<file path="src/rtl/uart_udp_packer_if.sv">
// Byte-stream to frame packer bus: UART byte input, flush request and
// Ethernet transmitter handshake.
interface uart_udp_packer_if;
    logic [7:0]  byte_data;
    logic        byte_valid;
    logic        flush;
    logic        eth_ready;
    logic [63:0] data;
    logic [3:0]  size;
    logic        send;
    logic        busy;
    logic        overflow;

    // Stimulus side: drives bytes, flush and transmitter readiness
    modport master (
        output byte_data, byte_valid, flush, eth_ready,
        input  data, size, send, busy, overflow
    );

    // Packer side
    modport slave (
        input  byte_data, byte_valid, flush, eth_ready,
        output data, size, send, busy, overflow
    );
endinterface

</file>
<file path="src/rtl/uart_udp_packer.sv">
// Packs UART bytes MSB-first into 64-bit frames and hands each frame to an
// Ethernet transmitter. A frame goes out when full, after TIMEOUT idle cycles,
// or on flush. Optional one-byte skid buffer: UART_UDP_PACKER_SKID_EN.
module uart_udp_packer #(
    parameter int unsigned TIMEOUT   = 100000,
    parameter int unsigned MAX_BYTES = 8
) (
    input logic               clk,
    input logic               rstn,
    uart_udp_packer_if.slave  bus
);

    typedef enum logic [2:0] {
        StIdle,
        StFill,
        StSend,
        StWaitAck,
        StWaitDone
    } state_e;

    localparam logic [23:0] TimerMax  = 24'(TIMEOUT - 1);
    localparam logic [3:0]  LastCount = 4'(MAX_BYTES - 1);

    state_e      r_state, w_state_next;
    logic [63:0] r_data, w_data_next;
    logic [3:0]  r_count, w_count_next;
    logic [23:0] r_timer, w_timer_next;
    logic [3:0]  r_ack_cnt, w_ack_cnt_next;
    logic        r_overflow, w_overflow_next;
    logic        w_send;
    logic        w_busy;
`ifdef UART_UDP_PACKER_SKID_EN
    logic        r_skid_full, w_skid_full_next;
    logic [7:0]  r_skid_byte, w_skid_byte_next;
`endif

    assign w_busy = (r_state == StSend) || (r_state == StWaitAck) || (r_state == StWaitDone);

    // Next-state, frame assembly and handshake outputs
    always_comb begin
        w_state_next    = r_state;
        w_data_next     = r_data;
        w_count_next    = r_count;
        w_timer_next    = r_timer;
        w_ack_cnt_next  = r_ack_cnt;
        w_overflow_next = r_overflow;
        w_send          = 1'b0;
`ifdef UART_UDP_PACKER_SKID_EN
        w_skid_full_next = r_skid_full;
        w_skid_byte_next = r_skid_byte;
        // First byte while busy is parked; any further one is lost
        if (w_busy && bus.byte_valid) begin
            if (!r_skid_full) begin
                w_skid_full_next = 1'b1;
                w_skid_byte_next = bus.byte_data;
            end else begin
                w_overflow_next = 1'b1;
            end
        end
`else
        if (w_busy && bus.byte_valid) begin
            w_overflow_next = 1'b1;
        end
`endif

        unique case (r_state)
            StIdle: begin
                // flush is ignored here so an empty frame can never be sent
                if (bus.byte_valid) begin
                    w_data_next[63:56] = bus.byte_data;
                    w_count_next       = 4'd1;
                    w_timer_next       = '0;
                    w_state_next       = StFill;
                end
            end
            StFill: begin
                if (bus.byte_valid) begin
                    // A byte wins over timeout/flush and is part of the frame
                    for (int k = 0; k < 8; k++) begin
                        if (r_count == 4'(k)) begin
                            w_data_next[63 - 8*k -: 8] = bus.byte_data;
                        end
                    end
                    w_count_next = r_count + 4'd1;
                    w_timer_next = '0;
                    if ((r_count == LastCount) || bus.flush) begin
                        w_state_next = StSend;
                    end
                end else if ((r_timer == TimerMax) || bus.flush) begin
                    w_timer_next = '0;
                    w_state_next = StSend;
                end else begin
                    w_timer_next = r_timer + 24'd1;
                end
            end
            StSend: begin
                if (bus.eth_ready) begin
                    w_send         = 1'b1;
                    w_ack_cnt_next = '0;
                    w_state_next   = StWaitAck;
                end
            end
            StWaitAck: begin
                if (!bus.eth_ready) begin
                    w_ack_cnt_next = '0;
                    w_state_next   = StWaitDone;
                end else if (r_ack_cnt == 4'd15) begin
                    // Transmitter never went busy: request the frame again
                    w_send         = 1'b1;
                    w_ack_cnt_next = '0;
                end else begin
                    w_ack_cnt_next = r_ack_cnt + 4'd1;
                end
            end
            StWaitDone: begin
                if (bus.eth_ready) begin
                    w_data_next  = '0;
                    w_count_next = '0;
                    w_timer_next = '0;
                    w_state_next = StIdle;
`ifdef UART_UDP_PACKER_SKID_EN
                    // Includes a byte parked in this very cycle
                    if (w_skid_full_next) begin
                        w_data_next[63:56] = w_skid_byte_next;
                        w_count_next       = 4'd1;
                        w_skid_full_next   = 1'b0;
                        w_state_next       = StFill;
                    end
`endif
                end
            end
            default: begin
                w_state_next = StIdle;
            end
        endcase
    end

    // State and datapath registers with synchronous active-low reset
    always_ff @(posedge clk) begin
        if (!rstn) begin
            r_state     <= StIdle;
            r_data      <= '0;
            r_count     <= '0;
            r_timer     <= '0;
            r_ack_cnt   <= '0;
            r_overflow  <= 1'b0;
`ifdef UART_UDP_PACKER_SKID_EN
            r_skid_full <= 1'b0;
            r_skid_byte <= '0;
`endif
        end else begin
            r_state     <= w_state_next;
            r_data      <= w_data_next;
            r_count     <= w_count_next;
            r_timer     <= w_timer_next;
            r_ack_cnt   <= w_ack_cnt_next;
            r_overflow  <= w_overflow_next;
`ifdef UART_UDP_PACKER_SKID_EN
            r_skid_full <= w_skid_full_next;
            r_skid_byte <= w_skid_byte_next;
`endif
        end
    end

    assign bus.data     = r_data;
    assign bus.size     = r_count;
    assign bus.send     = w_send;
    assign bus.busy     = w_busy;
    assign bus.overflow = r_overflow;

endmodule

</file>
<file path="src/flat_wrapper.sv">
// flat-port wrapper written by rule: the top's interface ports become plain ports
module uart_udp_packer_flat 
#(
    parameter int unsigned TIMEOUT   = 100000,
    parameter int unsigned MAX_BYTES = 8
)
  (clk, rstn, bus_byte_data, bus_byte_valid, bus_flush, bus_eth_ready, bus_data, bus_size, bus_send, bus_busy, bus_overflow);
  uart_udp_packer_if bus_i ();
  input logic clk;
  input logic rstn;
  input wire logic [$bits(bus_i.byte_data)-1:0] bus_byte_data;
  input wire logic [$bits(bus_i.byte_valid)-1:0] bus_byte_valid;
  input wire logic [$bits(bus_i.flush)-1:0] bus_flush;
  input wire logic [$bits(bus_i.eth_ready)-1:0] bus_eth_ready;
  output wire logic [$bits(bus_i.data)-1:0] bus_data;
  output wire logic [$bits(bus_i.size)-1:0] bus_size;
  output wire logic [$bits(bus_i.send)-1:0] bus_send;
  output wire logic [$bits(bus_i.busy)-1:0] bus_busy;
  output wire logic [$bits(bus_i.overflow)-1:0] bus_overflow;
  assign bus_i.byte_data = bus_byte_data;
  assign bus_i.byte_valid = bus_byte_valid;
  assign bus_i.flush = bus_flush;
  assign bus_i.eth_ready = bus_eth_ready;
  assign bus_data = bus_i.data;
  assign bus_size = bus_i.size;
  assign bus_send = bus_i.send;
  assign bus_busy = bus_i.busy;
  assign bus_overflow = bus_i.overflow;
  uart_udp_packer #(.TIMEOUT(TIMEOUT), .MAX_BYTES(MAX_BYTES)) u_core (.clk(clk), .rstn(rstn), .bus(bus_i));
endmodule
</file>
<file path="config.mk">
export PLATFORM = sky130hd
export DESIGN_NAME = uart_udp_packer_flat
export DESIGN_NICKNAME = d
export VERILOG_FILES = /design/src/rtl/uart_udp_packer_if.sv /design/src/rtl/uart_udp_packer.sv /design/src/flat_wrapper.sv
export SDC_FILE = /design/constraint.sdc
export NUM_CORES = 1
export LEC_CHECK = 0
export BUFFER_PORTS_ARGS = -buffer_cell sky130_fd_sc_hd__buf_2
export CORE_AREA = 10 10 91 112
export CTS_BUF_LIST = sky130_fd_sc_hd__clkbuf_8 sky130_fd_sc_hd__clkbuf_16
export CTS_CLUSTER_DIAMETER = 100
export DETAILED_ROUTE_END_ITERATION = 16
export DIE_AREA = 0 0 101 122
export PLACE_DENSITY = 0.87
export SYNTH_ARGS = -nofsm -noshare
export SYNTH_HDL_FRONTEND = slang
export SYNTH_SLANG_ARGS = --single-unit
</file>
<file path="constraint.sdc">
create_clock -name clk -period 2.3 [get_ports clk]
set_clock_uncertainty 0.05 [all_clocks]
set_input_delay 0.46 -clock clk [delete_from_list [all_inputs] [get_ports clk]]
set_output_delay 0.46 -clock clk [all_outputs]
set_load 0.005 [all_outputs]
</file>
==> reports/qor.csv <==
metric,value,unit
ys_types,52,
cts.sinks,100,
avgSynthCellArea,9.54,µm²
ys_seq_area_frac,0.465,
cp.required,1790,ps
path_clk_slew,110,ps
grtUsageTotal,0.177,
overflow,0,
path_max_fanout,12,
synth-edff-count,0,
dp_cells,624,
yosysMostFrequentCell,nor2_1,
path_cells,nor3b_4 > buf_4 > or2_2 > buf_2,
grt_setup_unrepaired,false,
gp_congestion,0.835,
syn_inst,451,
synthMuxAreaShare,0.149,
crit_arrival,1660,ps
crit_slowest_cell,dfxtp_2,
routed_via_density,5.70,
synth_ff_type,dfxtp_1,
fmax,0.461,GHz
placed_cell_area,4890,µm²
routed_wirelength,11300,µm
rows,37,
fillers,623,
firstDrtPassIters,5,
numCtsBuffers,9,
cts_max_path_buffers,2,
cpLargestDelayFamily,simple AND/OR/NAND/NOR gates,
cp-start-kind,flip-flop,
grt_start_max_net_pins,75,
syn-cell-area,4300,µm²
layout-drive-gt1-share,0.270,
worstSkewPairLatency,370,ps
period_needed,2170,ps
grt_pass1_vias,3659,
synthTopCellsByArea,"dfxtp_1 47%, mux2i_1 15%, nor2_1 8.8%, xor2_1 3.7%, ha_1 1.7%",
max_stage_delay,470,ps
peakVddDrop,0.000516,V
drv_slew,0,
synthArstFlopShare,0,
synth-xor-area-share,0.0468,
critPathKind,flip-flop to primary output,
synth_top_family_by_area,simple AND/OR/NAND/NOR gates,
synth_fa_ha_area_frac,0.0174,
initial_utilization,0.531,
fin_crit_sh,0.943,
ys_warn_count,0,
stdcell_area,5150,µm²
syn_to_final_growth,19.6,%
die_x,101,µm
final_nets,558,
crit_path_end_kind,primary output,
setup_viol,0,
antenna_found_initial,0,
tightest_slew,813,ps
netlist.area_leader.share,0.465,
drc,0,
avgRoutedWirePerCell,17.6,µm
relSlewSlack,0.457,
hold_viol,0,
status,completed,
synthSimpleGateAreaFrac,0.208,
dp_hpwl,7900,µm
grt_first_pass_wirelength,17800,µm
drt_iter0_drc,320,
synth.ff_latch_count,100,
antenna_left,0,
cts_max_level,3,
portBuffers,83,
synth_nets,470,
root_buffer,clkbuf_8,
dieHeight,122,µm
cts_tree,built,
dieArea,12300,µm²
io-pin-count,84,
cellLeakagePower,0.00237,µW
p_per_area,709,nW/µm²
hold_ws,364,ps
utilization,0.636,
cp_num_buf_inv,2,
post_cts_buffers,0,
n_antenna_cell,0,
finalNonFillerCells,641,
synth-compound-area-share,0.0817,
coreArea,8100,µm²
num_vias,3652,
synth_top_cell_by_area,dfxtp_1,
hold_class,input port to flip-flop,
yosys-top-cells-count,"101 x nor2_1, 100 x dfxtp_1, 64 x mux2i_1",
cap_viol_max_count,0,
[tightest hold or removal path: cells and delay by family]
family / cells / cell delay [ps]
buffers and inverters: 1 / 150
AO/OA/AOI/OAI: 1 / 80
AND/OR/NAND/NOR: 1 / 70
[where the power goes]
group / leakage (µW) / switching (µW) / internal, µW
clock: 0.000112 / 696 / 539
sequential: 0.000812 / 59.5 / 1810
combinational: 0.00144 / 310 / 230
total: 0.00237 / 1070 / 2580
[kinds of logic (layout without fill, tap and decap cells)]
group	count (synthesis)	count (layout)
AND/OR/NAND/NOR	181	181
flip-flops	100	100
multiplexers	64	64
AO/OA/AOI/OAI	43	44
buffers and inverters	34	126
XOR/XNOR	23	23
adder cells (fa/ha/maj)	6	6
[worst paths after layout]
path	end	slack (ps)	cells after the start	startpoint
setup / recovery	bus_busy	130	4	u_core.r_state[2]
hold / removal	u_core.bus.overflow	360	3	bus_byte_valid
setup reg to reg	u_core.r_timer[22]	130	6	u_core.r_timer[0]
hold reg to reg	u_core.bus.overflow	430	2	u_core.bus.overflow
[per-layer routing]
layer	part of all wire	vias to the layer above	routed length [µm]	track usage
li1	-	1717	-	-
met1	0.39	1764	4450	0.203
met2	0.50	145	5670	0.293
met3	0.077	26	872	0.0595
met4	0.025	0	278	0.0803
met5	0	-	0	0
[sequential cells by signal, indices dropped and copies added (netlist names)]
name and cells:
u_core.r_timer 24, u_core.bus.data 64, u_core.r_state 3, u_core.r_ack_cnt 4, u_core.bus.size 4, u_core.bus.overflow 1
[cell type report]
class | instances | area [µm²] | area share
clock buffers | 9 | 124 | 0.0241
clock inverters | 7 | 100 | 0.0194
inverters | 8 | 30.0 | 0.00583
multi-input cells | 318 | 2200 | 0.427
flip-flops and latches | 100 | 2000 | 0.389
well taps | 97 | 121 | 0.0236
repair buffers | 102 | 571 | 0.111
[cells in the final DEF (no fill, tap or decap), drive strengths merged, types with 2 or more instances in the layout]
cell and n:
a2111oi 3, a211oi 2, a21o 4, a21oi 13
a31oi 2, a32oi 3, and3 2, and4 2
buf 102, clkbuf 9, clkinv 3, dfxtp 100
ha 6, inv 11, mux2i 64, nand2 20
nand3 14, nand4 11, nor2 104, nor2b 10
nor3 3, nor3b 2, nor4b 2, o21ai 10
or4 2, or4b 3, xnor2 5, xor2 18
[stage by stage]
step	setup TNS, ps	power [µW]	worst slack, ps
3_3_place_gp	-14.9	2420	-10.5
5_1_grt	0	3790	14.3
2_1_floorplan	0	2250	322
4_1_cts	0	3660	66.9
6_report	0	3650	131
3_5_place_dp	-1570	2440	-98.1
[repair_timing]
item	4_1_cts	5_1_grt
setup endpoints to repair	25	6
gates cloned	0	1
gates resized for setup	3	2
hold buffers	0	0
pin swaps	0	1
No activity file was read; power rests on OpenSTA's default activity.
